## config.mk

```make
export PLATFORM = sky130hd
export DESIGN_NAME = seq_divider6
export DESIGN_NICKNAME = d
export VERILOG_FILES = /design/src/rtl/seq_divider6.sv
export SDC_FILE = /design/constraint.sdc
export NUM_CORES = 1
export LEC_CHECK = 0
export ABC_AREA = 0
export CAP_MARGIN = 20
export CORE_UTILIZATION = 42
export CTS_CLUSTER_SIZE = 12
export DETAILED_ROUTE_END_ITERATION = 12
export HOLD_SLACK_MARGIN = 0.15
export SYNTH_ARGS = -nofsm -noshare
export SYNTH_HDL_FRONTEND = slang
export SYNTH_SLANG_ARGS = --single-unit
```

## constraint.sdc

```tcl
create_clock -name clk -period 3.1 [get_ports clk]
set_clock_uncertainty 0.05 [all_clocks]
set_input_delay 0.62 -clock clk [delete_from_list [all_inputs] [get_ports clk]]
set_output_delay 0.62 -clock clk [all_outputs]
set_load 0.02 [all_outputs]
```

## src/rtl/seq_divider6.sv

```systemverilog
// seq_divider6: radix-2 restoring signed divider, 12-bit dividend by 6-bit divisor, one quotient bit per clock.
module seq_divider6 #(
    parameter int DW = 12,
    parameter int VW = 6,
    parameter int QW = DW + 1
) (
    input  logic          clk,
    input  logic          rst,
    input  logic          in_valid,
    output logic          in_ready,
    input  logic [DW-1:0] dividend,
    input  logic [VW-1:0] divisor,
    output logic          out_valid,
    input  logic          out_ready,
    output logic [QW-1:0] quot,
    output logic [VW-1:0] rem,
    output logic          div0
);
    localparam int CW = $clog2(DW);

    typedef enum logic [1:0] {IDLE, CALC, SIGN, DONE} state_t;

    state_t        state, state_n;
    logic [CW-1:0] cnt;
    logic [DW-1:0] acc;
    logic [VW-1:0] dvs;
    logic [VW:0]   pr;
    logic          neg_n, neg_d;
    logic [VW+1:0] t, diff;
    logic          ge;

    always_ff @(posedge clk) begin
        if (rst) state <= IDLE;
        else     state <= state_n;
    end

    // t stays below 2^(VW+1), so the top bit of diff is the borrow of t - |divisor|
    always_comb begin
        in_ready  = state == IDLE;
        out_valid = state == DONE;
        t         = {pr, acc[DW-1]};
        diff      = t - {2'b00, dvs};
        ge        = ~diff[VW+1];
        state_n   = (state == IDLE) ? (in_valid ? CALC : IDLE) :
                    (state == CALC) ? (cnt == '0 ? SIGN : CALC) :
                    (state == SIGN) ? DONE :
                    (out_ready ? IDLE : DONE);
    end

    // acc starts as |dividend| and fills with quotient bits as dividend bits shift out
    always_ff @(posedge clk) begin
        if (rst) begin
            cnt  <= '0;
            quot <= '0;
            rem  <= '0;
            div0 <= 1'b0;
        end else begin
            if (state == IDLE && in_valid) begin
                neg_n <= dividend[DW-1];
                neg_d <= divisor[VW-1];
                acc   <= dividend[DW-1] ? -dividend : dividend;
                dvs   <= divisor[VW-1] ? -divisor : divisor;
                pr    <= '0;
                cnt   <= CW'(DW - 1);
            end
            if (state == CALC) begin
                pr  <= ge ? diff[VW:0] : t[VW:0];
                acc <= {acc[DW-2:0], ge};
                cnt <= cnt - 1'b1;
            end
            if (state == SIGN) begin
                div0 <= dvs == '0;
                quot <= (dvs == '0) ? '0 : (neg_n ^ neg_d) ? -{1'b0, acc} : {1'b0, acc};
                rem  <= (dvs == '0) ? '0 : neg_n ? -pr[VW-1:0] : pr[VW-1:0];
            end
        end
    end
endmodule

```

==> results of run 1 <==
-- registers in the layout (all words and copies together) (netlist names) --
| register | flops |
|---|---|
| cnt | 4 |
| quot | 13 |
| neg_d | 1 |
| state | 2 |
| pr | 7 |
| div0 | 1 |
| acc | 12 |
| rem | 6 |
| dvs | 6 |
| neg_n | 1 |
-- cell usage in the layout, fill, tap and decap left out, types with 2 or more instances in the layout --
master / instances
sky130_fd_sc_hd__clkdlybuf4s50_1: 43
sky130_fd_sc_hd__nor2_1: 39
sky130_fd_sc_hd__nand2_1: 33
sky130_fd_sc_hd__edfxtp_1: 27
sky130_fd_sc_hd__dfxtp_1: 26
sky130_fd_sc_hd__o21ai_0: 23
sky130_fd_sc_hd__a21oi_1: 19
sky130_fd_sc_hd__inv_1: 18
sky130_fd_sc_hd__xor2_1: 16
sky130_fd_sc_hd__xnor2_1: 14
sky130_fd_sc_hd__ha_1: 11
sky130_fd_sc_hd__nand3_1: 10
sky130_fd_sc_hd__nand2b_1: 9
sky130_fd_sc_hd__a22oi_1: 7
sky130_fd_sc_hd__nor3_1: 6
sky130_fd_sc_hd__buf_4: 6
sky130_fd_sc_hd__nor2b_1: 5
sky130_fd_sc_hd__o31ai_1: 5
sky130_fd_sc_hd__a22o_1: 5
sky130_fd_sc_hd__clkbuf_8: 5
sky130_fd_sc_hd__nor4_1: 4
sky130_fd_sc_hd__a211oi_1: 4
sky130_fd_sc_hd__nand3b_1: 3
sky130_fd_sc_hd__mux2i_1: 3
sky130_fd_sc_hd__a21o_1: 3
sky130_fd_sc_hd__o21a_1: 3
sky130_fd_sc_hd__nor3_2: 2
sky130_fd_sc_hd__or3_1: 2
sky130_fd_sc_hd__a21boi_0: 2
sky130_fd_sc_hd__a211oi_2: 2
-- cells by family (layout without fill, tap and decap cells) --
| family | count (synthesis) | in the layout | share of synthesized area |
|---|---|---|---|
| AOI/OAI and AO/OA | 83 | 83 | 0.187 |
| xor gates and xnor gates | 30 | 30 | 0.0862 |
| adders and majority gates | 12 | 12 | 0.0517 |
| buffers and inverters | 32 | 75 | 0.0431 |
| DFF | 53 | 53 | 0.437 |
| muxes | 3 | 3 | 0.00985 |
| and+or+nand+nor | 119 | 119 | 0.186 |
-- power by group through the flow --
stage                     Sequential (mW)  Clock, mW  Combinational, mW
final                               0.904      0.445              0.525
after global routing                0.915      0.483              0.587
after CTS                           0.905      0.457              0.529
after detailed placement            0.921          0              0.527
after global placement              0.919          0              0.516
after floorplan                     0.911          0              0.371
-- cell type report --
class | count | area, um^2 | share of cell area
Inverter | 18 | 67.6 | 0.0183
Timing Repair Buffer | 49 | 475 | 0.129
Clock inverter | 2 | 13.8 | 0.00372
Sequential cell | 53 | 1330 | 0.360
Tap cell | 96 | 120 | 0.0325
Multi-Input combinational cell | 247 | 1600 | 0.432
Clock buffer | 6 | 93.8 | 0.0254
-- metal layers --
layer  part of all wire  vias up  global-route usage
li1                   -     1258                   -
met1               0.48     1122               0.246
met2               0.47       48               0.293
met3              0.035        7              0.0227
met4              0.016        0              0.0596
met5                  0        -                   0
-- worst min-delay path, cell delays in order, from the launching register on --
cell,delay (ps)
sky130_fd_sc_hd__dfxtp_1,320
sky130_fd_sc_hd__nand2_1,50
sky130_fd_sc_hd__a21oi_1,50
-- worst paths after layout --
check / start / to / cells after the start
max: pr[3]$_SDFFCE_PN0P_ / pr[6]$_SDFFCE_PN0P_ / 6
min: rem[5]$_SDFFE_PP0P_ / rem[5]$_SDFFE_PP0P_ / 2
max reg2reg: pr[3]$_SDFFCE_PN0P_ / pr[6]$_SDFFCE_PN0P_ / 6
min reg2reg: rem[5]$_SDFFE_PP0P_ / rem[5]$_SDFFE_PP0P_ / 2
-- through the flow --
step	cell area (um^2)	hold slack [ps]	setup slack, ps	power, mW
6_report	3700	408	383	1.87
5_1_grt	3700	430	221	1.99
4_1_cts	3700	411	388	1.89
3_5_place_dp	3590	396	411	1.45
3_3_place_gp	3590	391	508	1.43
2_1_floorplan	3050	438	436	1.28
==> out/results.md, run 1 <==
| Quantity | Reported |
| --- | --- |
| Largest net degree at the start of global routing | 26 |
| CTS H-tree depth | 2 |
| Fraction of final layout cells with drive strength greater than 1 | 0.0640 |
| Top cell type by total area after synthesis | sky130_fd_sc_hd__edfxtp_1 |
| Clock Sink Count | 53 |
| Total track usage | 0.179 |
| Setup slack of the worst register-to-register path | 380 ps |
| Synth top area cells | sky130_fd_sc_hd__edfxtp_1, sky130_fd_sc_hd__dfxtp_1, sky130_fd_sc_hd__nor2_1 |
| Post-synth top area share | 0.266 |
| Leakage power | 1.37 nW |
| Post-detailed-route wirelength per cell | 13.5 um |
| Cells resized by post-CTS repair | 0 |
| Final setup viols | 0 |
| Cts-stage hold buffer count | 0 |
| Post-route core utilization | 0.536 |
| Non-filler instance count after layout | 471 |
| Placed wire-length estimate | 4850 um |
| CTS max path bufs | 2 |
| Worst Max-Slew Pin Slew | 645 ps |
| Area of the die | 7600 um^2 |
| Combinational share of power | 0.280 |
| Final worst path period share | 0.876 |
| Worst supply voltage drop on vdd | 0.185 mV |
| Post-CTS setup repair buffer count | 0 |
| Port Buf Inserts | 43 |
| Fill cell count | 671 |
| Reg power frac | 0.483 |
| Number of distinct library cells after synthesis | 47 |
| Switching Fraction | 0.320 |
| Routability congestion estimate from global placement | 0.821 |
| Antenna violations before repair | 0 |
| Clk pwr share | 0.238 |
| Crit-path max cell delay | 580 ps |
| Height of the die | 87.2 um |
| Setup repair after global routing missed its margin | false |
| Number of placement rows | 30 |
| Final critical delay including setup and external delays | 2720 ps |
| Critical path data required time | 3110 ps |
| Cell area after synthesis | 3050 um^2 |
| Average instance area after synthesis | 9.18 um^2 |
| TritonCTS clock tree | done |
| Top delay family on crit path | compound AO/OA/AOI/OAI gates |
| Internal power | 1.27 mW |
| Crit path DAT | 2730 ps |
| Top cell types by occurrence after synthesis | sky130_fd_sc_hd__nor2_1, sky130_fd_sc_hd__nand2_1, sky130_fd_sc_hd__edfxtp_1 |
| Via count | 2435 |
| Sequential fraction of the synthesis area | 0.437 |
| Total length of routed wires | 6380 um |
| Synth-to-layout area growth | 21.3% |
| Primary FF master, synth | sky130_fd_sc_hd__edfxtp_1 |
| Run status | completed |
| Core Region | 6910 um^2 |
| Total negative slack for setup checks | 0 ps |
| Horizontal die dimension | 87.2 um |
| Iteration-0 DRC count of the detailed router | 119 |
| Final-report max-slew violation count | 0 |
| FF+latch count, synth | 53 |
| Starting density of the core | 0.441 |
| Number of top-level pins | 44 |
| Number of hold-slack violations in the final timing report | 0 |
| Fraction of synthesis flops using an asynchronous set or reset pin | 0 |
| Max Clock Freq | 368 MHz |
| Routed Antenna Nets | 0 |
| Max_slew headroom | 0.568 |
| Root buffer cell | sky130_fd_sc_hd__clkbuf_8 |
| HP Class | reg2reg |
| Cell with the largest stage delay on the worst path | sky130_fd_sc_hd__a211oi_4 |
| Number of synthesized flops with an enable pin | 27 |
| Count of yosys warnings during synthesis | 0 |
| Via/cell ratio | 5.17 |
| Global route total overflow | 0 |
| Clock edge transition at the registers on the reported setup and hold paths | 100 ps |
| Critical path buffer and inverter count | 0 |
| Switching power | 601 uW |
| Setup Crit Path Kind | reg2reg |
| Global-route wire length before repair | 10500 um |
| Max-cap violation count | 0 |
| Startpoint type of the worst setup path | flop |
| Residual DRC count | 0 |
| Most numerous cell in the Yosys netlist | sky130_fd_sc_hd__nor2_1 |
| Biggest fanout along the worst timing path | 13 |
| Pwr Density | 507 nW/um^2 |
| Sequence of cells on the critical path | ha_1 > a21o_1 > a311o_1 > a211oi_4 > a21oi_1 > a31o_2 |
| Length of the first detailed-routing pass in iterations | 4 |
| Mapped Nets | 366 |
| Via count of the first global-routing pass | 2180 |
| Number of nets in the layout | 408 |
| Clock network latency to the later pin of the worst-skew pair | 300 ps |
| TritonCTS Buffers | 5 |
| Inst Count DP | 463 |
| Antenna fix cells | 0 |
| Element type at the critical path end | flop |
| Post-synthesis cell count | 332 |
(Power assumes the default switching activity.)
==> inputs of run 2 (changes only) <==
==> constraint.sdc (replaced) <==
create_clock -name clk -period 3.1 [get_ports clk]
set_clock_uncertainty 0.05 [all_clocks]
set_input_delay 0.465 -clock clk [delete_from_list [all_inputs] [get_ports clk]]
set_output_delay 0.465 -clock clk [all_outputs]
set_load 0.02 [all_outputs]
==> run 2 against run 1 <==
- fmax increased by 1.0%
- design area decreased by 0.41%
- utilization decreased by 0.22 points
- critical path type unchanged
- highest routed layer unchanged
- combinational power decreased by 2%
- via count decreased by 0.90%
==> out/results.md, run 2 (synthesis gave the netlist of run 1 again) <==
| Quantity | Reported | vs previous |
| --- | --- | --- |
| Run status | completed | unchanged |
| Total length of routed wires | 6230 um | was 6380 um |
| Crit-path max cell delay | 550 ps | was 580 ps |
| Core Region | 6910 um^2 | unchanged |
| Clock Sink Count | 53 | unchanged |
| Highest metal layer used by the detailed router | met4 | unchanged |
| Setup slack of the worst register-to-register path | 410 ps | was 380 ps |
| Residual DRC count | 0 | unchanged |
| Cell depth of the worst flop-to-flop path | 6 | unchanged |
| HP Class | reg2reg | unchanged |
| Final-report max-slew violation count | 0 | unchanged |
| Final setup viols | 0 | unchanged |
| Pwr Density | 497 nW/um^2 | was 507 nW/um^2 |
| Area of the die | 7600 um^2 | unchanged |
| Max Clock Freq | 372 MHz | was 368 MHz |
| Worst hold slack | 410 ps | was 408 ps |
| Placed wire-length estimate | 4760 um | was 4850 um |
| Horizontal die dimension | 87.2 um | unchanged |
| Final critical delay including setup and external delays | 2690 ps | was 2720 ps |
| Fraction of final layout cells with drive strength greater than 1 | 0.0640 | unchanged |
| Number of flip-flops under the largest register name | 13 | unchanged |
| Via/cell ratio | 5.12 | was 5.17 |
| Post-place instance area | 3590 um^2 | unchanged |
| Cells resized by post-CTS repair | 0 | unchanged |
| Antenna fix cells | 0 | unchanged |
| Max-cap violation count | 0 | unchanged |
| Synth-to-layout area growth | 20.8% | was 21.3% |
| Root buffer cell | sky130_fd_sc_hd__clkbuf_8 | unchanged |
| Clock edge transition at the registers on the reported setup and hold paths | 110 ps | was 100 ps |
| Critical register-to-register path endpoint | pr[6]$_SDFFCE_PN0P_ | unchanged |
| Met1 layer wirelength in the final routing | 2990 um | was 3050 um |
| Total negative slack for setup checks | 0 ps | unchanged |
| TritonCTS Buffers | 5 | unchanged |
| Leakage power | 1.36 nW | was 1.37 nW |
| Setup repair after global routing missed its margin | false | unchanged |
| Iteration-0 DRC count of the detailed router | 92 | was 119 |
| Antenna violations before repair | 0 | unchanged |
| Crit path DAT | 2710 ps | was 2730 ps |
| Cts-stage hold buffer count | 0 | unchanged |
| Non-filler instance count after layout | 471 | unchanged |
| Worst supply voltage drop on vdd | 0.222 mV | was 0.185 mV |
| Registers with the most flip-flops | quot (13), acc (12), pr (7) | unchanged |
| Beginning of the worst register-to-register path | pr[3]$_SDFFCE_PN0P_ | unchanged |
| Number of top-level pins | 44 | unchanged |
| Global-route wire length before repair | 10300 um | was 10500 um |
| Post-detailed-route wirelength per cell | 13.2 um | was 13.5 um |
| Routability congestion estimate from global placement | 0.793 | was 0.821 |
| Port Buf Inserts | 43 | unchanged |
| Critical path buffer and inverter count | 0 | unchanged |
| Top delay family on crit path | compound AO/OA/AOI/OAI gates | unchanged |
| Hold wc startpoint | rem[2]$_SDFFE_PP0P_ | was rem[5]$_SDFFE_PP0P_ |
| Final worst path period share | 0.868 | was 0.876 |
| Starting density of the core | 0.441 | unchanged |
| Startpoint type of the worst setup path | flop | unchanged |
| Height of the die | 87.2 um | unchanged |
| Critical path data required time | 3120 ps | was 3110 ps |
| Post-CTS setup repair buffer count | 0 | unchanged |
| Routed Antenna Nets | 0 | unchanged |
| Max_slew headroom | 0.580 | was 0.568 |
| TritonCTS clock tree | done | unchanged |
| Via count | 2413 | was 2435 |
| Met3 routed wirelength | 152 um | was 224 um |
| Most frequent standard cell in the layout excluding fill and tap cells | sky130_fd_sc_hd__clkdlybuf4s50_1 | unchanged |
| Overall power of the completed layout | 1.83 mW | was 1.87 mW |
| Global route total overflow | 0 | unchanged |
| Worst Max-Slew Pin Slew | 628 ps | was 645 ps |
| Total track usage | 0.177 | was 0.179 |
| Origin of the worst setup path | pr[3]$_SDFFCE_PN0P_ | unchanged |
| CTS H-tree depth | 2 | unchanged |
| Setup Crit Path Kind | reg2reg | unchanged |
| Setup WS pre-CTS | 455 ps | was 411 ps |
| PnR worst setup slack | 410 ps | was 383 ps |
| Post-route core utilization | 0.534 | was 0.536 |
| Number of placement rows | 30 | unchanged |
| Critical Path End | pr[6]$_SDFFCE_PN0P_ | unchanged |
| Number of nets in the layout | 408 | unchanged |
| Cell with the largest stage delay on the worst path | sky130_fd_sc_hd__a211oi_4 | unchanged |
| Element type at the critical path end | flop | unchanged |
| Number of hold-slack violations in the final timing report | 0 | unchanged |
| Sequence of cells on the critical path | ha_1 > a21o_1 > a311o_1 > a211oi_4 > a21oi_1 > a31o_2 | unchanged |
| Register bank with the most flops | quot | unchanged |
| Via count of the first global-routing pass | 2232 | was 2180 |
| Largest net degree at the start of global routing | 26 | unchanged |
| CTS max path bufs | 2 | unchanged |
| Length of the first detailed-routing pass in iterations | 4 | unchanged |
| CP Depth | 6 | unchanged |
| Final non-filler cell area | 3680 um^2 | was 3700 um^2 |
| Met2 layer wire length in the routed design | 2960 um | was 3000 um |
| Clock network latency to the later pin of the worst-skew pair | 310 ps | was 300 ps |
| Inst Count DP | 463 | unchanged |
| Biggest fanout along the worst timing path | 13 | unchanged |
| Most used cells in the layout excluding fill and tap cells | sky130_fd_sc_hd__clkdlybuf4s50_1, sky130_fd_sc_hd__nor2_1, sky130_fd_sc_hd__nand2_1 | unchanged |
[run 2: cell count changes in the layout (fill, tap and decap cells not counted), sizes merged]
cell    previous run  this run
clkbuf             6         5
inv               19        20
[run 2: worst min path at each step]
stage                                to  depth (start not counted)
global route        rem[2]$_SDFFE_PP0P_                          2
CTS                 rem[2]$_SDFFE_PP0P_                          2
finish              rem[2]$_SDFFE_PP0P_                          2
global placement    rem[2]$_SDFFE_PP0P_                          2
floorplan           cnt[2]$_SDFFE_PP0N_                          2
detailed placement  rem[2]$_SDFFE_PP0P_                          2
[run 2: where the power goes]
group,internal [mW],switching [mW],total (mW)
sequential,0.825,0.0808,0.906
clock,0.164,0.244,0.409
combinational,0.238,0.279,0.517
total,1.23,0.604,1.83
[run 2: routing by layer]
layer | track usage | vias up
met1 | 0.226 | 1098
met2 | 0.305 | 44
li1 | - | 1263
met5 | 0 | -
met4 | 0.0641 | 0
met3 | 0.0265 | 8
[run 2: area by class of cell]
type                            instances  area (um^2)
Timing Repair Buffer                   49          475
Sequential cell                        53         1330
Clock inverter                          3         23.8
Fill cell                             666         3220
Clock buffer                            5         68.8
Tap cell                               96          120
Multi-Input combinational cell        247         1600
Inverter                               18         67.6
[run 2: worst min-delay path, cell delays in order (launching register included)]
cell and delay (ps):
sky130_fd_sc_hd__dfxtp_1 330, sky130_fd_sc_hd__nand2_1 50, sky130_fd_sc_hd__a21oi_1 50
==> inputs of run 3 (changes only) <==
--- a/config.mk
+++ b/config.mk
@@ -11,6 +11,8 @@
 export CTS_CLUSTER_SIZE = 12
 export DETAILED_ROUTE_END_ITERATION = 12
 export HOLD_SLACK_MARGIN = 0.15
+export PLACE_DENSITY_LB_ADDON = 0.25
+export SKIP_CTS_REPAIR_TIMING = 1
 export SYNTH_ARGS = -nofsm -noshare
 export SYNTH_HDL_FRONTEND = slang
 export SYNTH_SLANG_ARGS = --single-unit
==> run 3 against run 2 <==
- fmax rose by 1.3%
- critical endpoint unchanged
- critical path type unchanged
- clock power increased by 11%
- sequential share of layout area is 0.15 points lower
- largest power group unchanged
==> out/results.md, run 3 (synthesis gave the netlist of run 1 again) <==
| Quantity | Reported | vs previous |
| --- | --- | --- |
| Overall power of the completed layout | 1.88 mW | was 1.83 mW |
| Height of the die | 87.2 um | unchanged |
| Setup Crit Path Kind | reg2reg | unchanged |
| Largest net degree at the start of global routing | 26 | unchanged |
| Multi-input logic area | 1590 um^2 | was 1600 um^2 |
| Switching Fraction | 0.311 | was 0.330 |
| Root buffer cell | sky130_fd_sc_hd__clkbuf_8 | unchanged |
| Leakage power | 1.37 nW | was 1.36 nW |
| Clock edge transition at the registers on the reported setup and hold paths | 90 ps | was 110 ps |
| Final worst path period share | 0.857 | was 0.868 |
| Crit-path max cell delay | 550 ps | about the same |
| Total length of routed wires | 6100 um | was 6230 um |
| Most used cells in the layout excluding fill and tap cells | sky130_fd_sc_hd__clkdlybuf4s50_1, sky130_fd_sc_hd__nor2_1, sky130_fd_sc_hd__nand2_1 | unchanged |
| Final-report max-slew violation count | 0 | unchanged |
| Cell with the largest stage delay on the worst path | sky130_fd_sc_hd__a211oi_4 | unchanged |
| Total track usage | 0.175 | was 0.177 |
| Final setup viols | 0 | unchanged |
| Global-route wire length before repair | 10300 um | about the same |
| Internal power | 1.29 mW | was 1.23 mW |
| Antenna violations before repair | 0 | unchanged |
| Critical path buffer and inverter count | 0 | unchanged |
| Worst Max-Slew Pin Slew | 622 ps | was 628 ps |
| Fill cell count | 662 | was 666 |
| Number of hold-slack violations in the final timing report | 0 | unchanged |
| Via/cell ratio | 5.16 | was 5.12 |
| Pwr Density | 508 nW/um^2 | was 497 nW/um^2 |
| Max Clock Freq | 377 MHz | was 372 MHz |
| Top delay family on crit path | compound AO/OA/AOI/OAI gates | unchanged |
| Sequence of cells on the critical path | ha_1 > a21o_1 > a311o_1 > a211oi_4 > a21oi_1 > a31o_2 | unchanged |
| TritonCTS Buffers | 5 | unchanged |
| Clock network latency to the later pin of the worst-skew pair | 300 ps | was 310 ps |
| Crit path DAT | 2670 ps | was 2710 ps |
| Startpoint type of the worst setup path | flop | unchanged |
| Length of the first detailed-routing pass in iterations | 4 | unchanged |
| Register bank with the most flops | quot | unchanged |
| Global route total overflow | 0 | unchanged |
| Starting density of the core | 0.441 | unchanged |
| Port Buf Inserts | 43 | unchanged |
| Setup repair after global routing missed its margin | false | unchanged |
| Horizontal die dimension | 87.2 um | unchanged |
| Critical path data required time | 3120 ps | about the same |
| Biggest fanout along the worst timing path | 13 | unchanged |
| Max-cap violation count | 0 | unchanged |
| Synth-to-layout area growth | 21.3% | was 20.8% |
| Area of the die | 7600 um^2 | unchanged |
| Run status | completed | unchanged |
| CTS H-tree depth | 2 | unchanged |
| Element type at the critical path end | flop | unchanged |
| Worst supply voltage drop on vdd | 0.182 mV | was 0.222 mV |
| Antenna fix cells | 0 | unchanged |
| Flip-flop and latch area | 1330 um^2 | unchanged |
| Post-route core utilization | 0.536 | was 0.534 |
| HP Class | reg2reg | unchanged |
| Number of top-level pins | 44 | unchanged |
| Fraction of final layout cells with drive strength greater than 1 | 0.0613 | was 0.0640 |
| Routed Antenna Nets | 0 | unchanged |
| Worst hold slack | 406 ps | was 410 ps |
| Iteration-0 DRC count of the detailed router | 98 | was 92 |
| Clk pwr share | 0.242 | was 0.223 |
| Final critical delay including setup and external delays | 2660 ps | was 2690 ps |
| Residual DRC count | 0 | unchanged |
| TritonCTS clock tree | done | unchanged |
| Inst Count DP | 463 | unchanged |
| Clock Sink Count | 53 | unchanged |
| Via count of the first global-routing pass | 2234 | was 2232 |
| Reg power frac | 0.481 | was 0.495 |
| Routability congestion estimate from global placement | 0.815 | was 0.793 |
| Post-detailed-route wirelength per cell | 13.0 um | was 13.2 um |
| Core Region | 6910 um^2 | unchanged |
| Registers with the most flip-flops | quot (13), acc (12), pr (7) | unchanged |
| Non-filler instance count after layout | 471 | unchanged |
| Number of flip-flops under the largest register name | 13 | unchanged |
| Number of placement rows | 30 | unchanged |
| CTS max path bufs | 2 | unchanged |
| Combinational share of power | 0.276 | was 0.282 |
| Switching power | 584 uW | was 604 uW |
| Via count | 2432 | was 2413 |
| Max_slew headroom | 0.584 | was 0.580 |
| Total negative slack for setup checks | 0 ps | unchanged |
| Placed wire-length estimate | 4690 um | was 4760 um |
| Most frequent standard cell in the layout excluding fill and tap cells | sky130_fd_sc_hd__clkdlybuf4s50_1 | unchanged |
| Number of nets in the layout | 408 | unchanged |
run 3: cell count changes in the layout (fill, tap and decap cells not counted), sizes merged:
cell	delta
clkbuf	+2
clkinv	-1
inv	-1
run 3: final cells by class:
| class | count | area share |
|---|---|---|
| Clock buffer | 7 | 0.0291 |
| Clock inverter | 1 | 0.00169 |
| Inverter | 18 | 0.0183 |
| Multi-Input combinational cell | 247 | 0.430 |
| Sequential cell | 53 | 0.360 |
| Tap cell | 96 | 0.0325 |
| Timing Repair Buffer | 49 | 0.129 |
run 3: routing by layer:
layer  track usage  routed length [um]  up-vias
met2         0.303                2900       57
met3        0.0322                 248        7
met5             0                   0        -
li1              -                   -     1261
met1         0.221                2850     1107
met4        0.0566                 106        0
run 3: metrics by stage:
step	area [um^2]	setup slack, ps
CTS	3700	448
global route	3700	318
finish	3700	445
floorplan	3050	591
detailed placement	3590	460
global placement	3590	526
run 3: path summary, 6_finish.rpt:
kind,start,end,slack [ps],cells past startpoint
max,pr[3]$_SDFFCE_PN0P_,pr[6]$_SDFFCE_PN0P_,440,6
min,rem[5]$_SDFFE_PP0P_,rem[5]$_SDFFE_PP0P_,410,2
max reg2reg,pr[3]$_SDFFCE_PN0P_,pr[6]$_SDFFCE_PN0P_,440,6
min reg2reg,rem[5]$_SDFFE_PP0P_,rem[5]$_SDFFE_PP0P_,410,2
run 3: power groups by stage:
| stage | sequential [mW] | clock, mW | combinational [mW] |
|---|---|---|---|
| final | 0.904 | 0.455 | 0.519 |
| after global placement | 0.919 | 0 | 0.509 |
| after floorplan | 0.911 | 0 | 0.371 |
| after CTS | 0.905 | 0.468 | 0.522 |
| after detailed placement | 0.921 | 0 | 0.520 |
| after global routing | 0.916 | 0.495 | 0.584 |
run 3: worst register-to-register path: stages, from the launching register on:
cell	delay (ps)
sky130_fd_sc_hd__edfxtp_1	470
sky130_fd_sc_hd__ha_1	360
sky130_fd_sc_hd__a21o_1	230
sky130_fd_sc_hd__a311o_1	400
sky130_fd_sc_hd__a211oi_4	550
sky130_fd_sc_hd__a21oi_1	130
sky130_fd_sc_hd__a31o_2	230
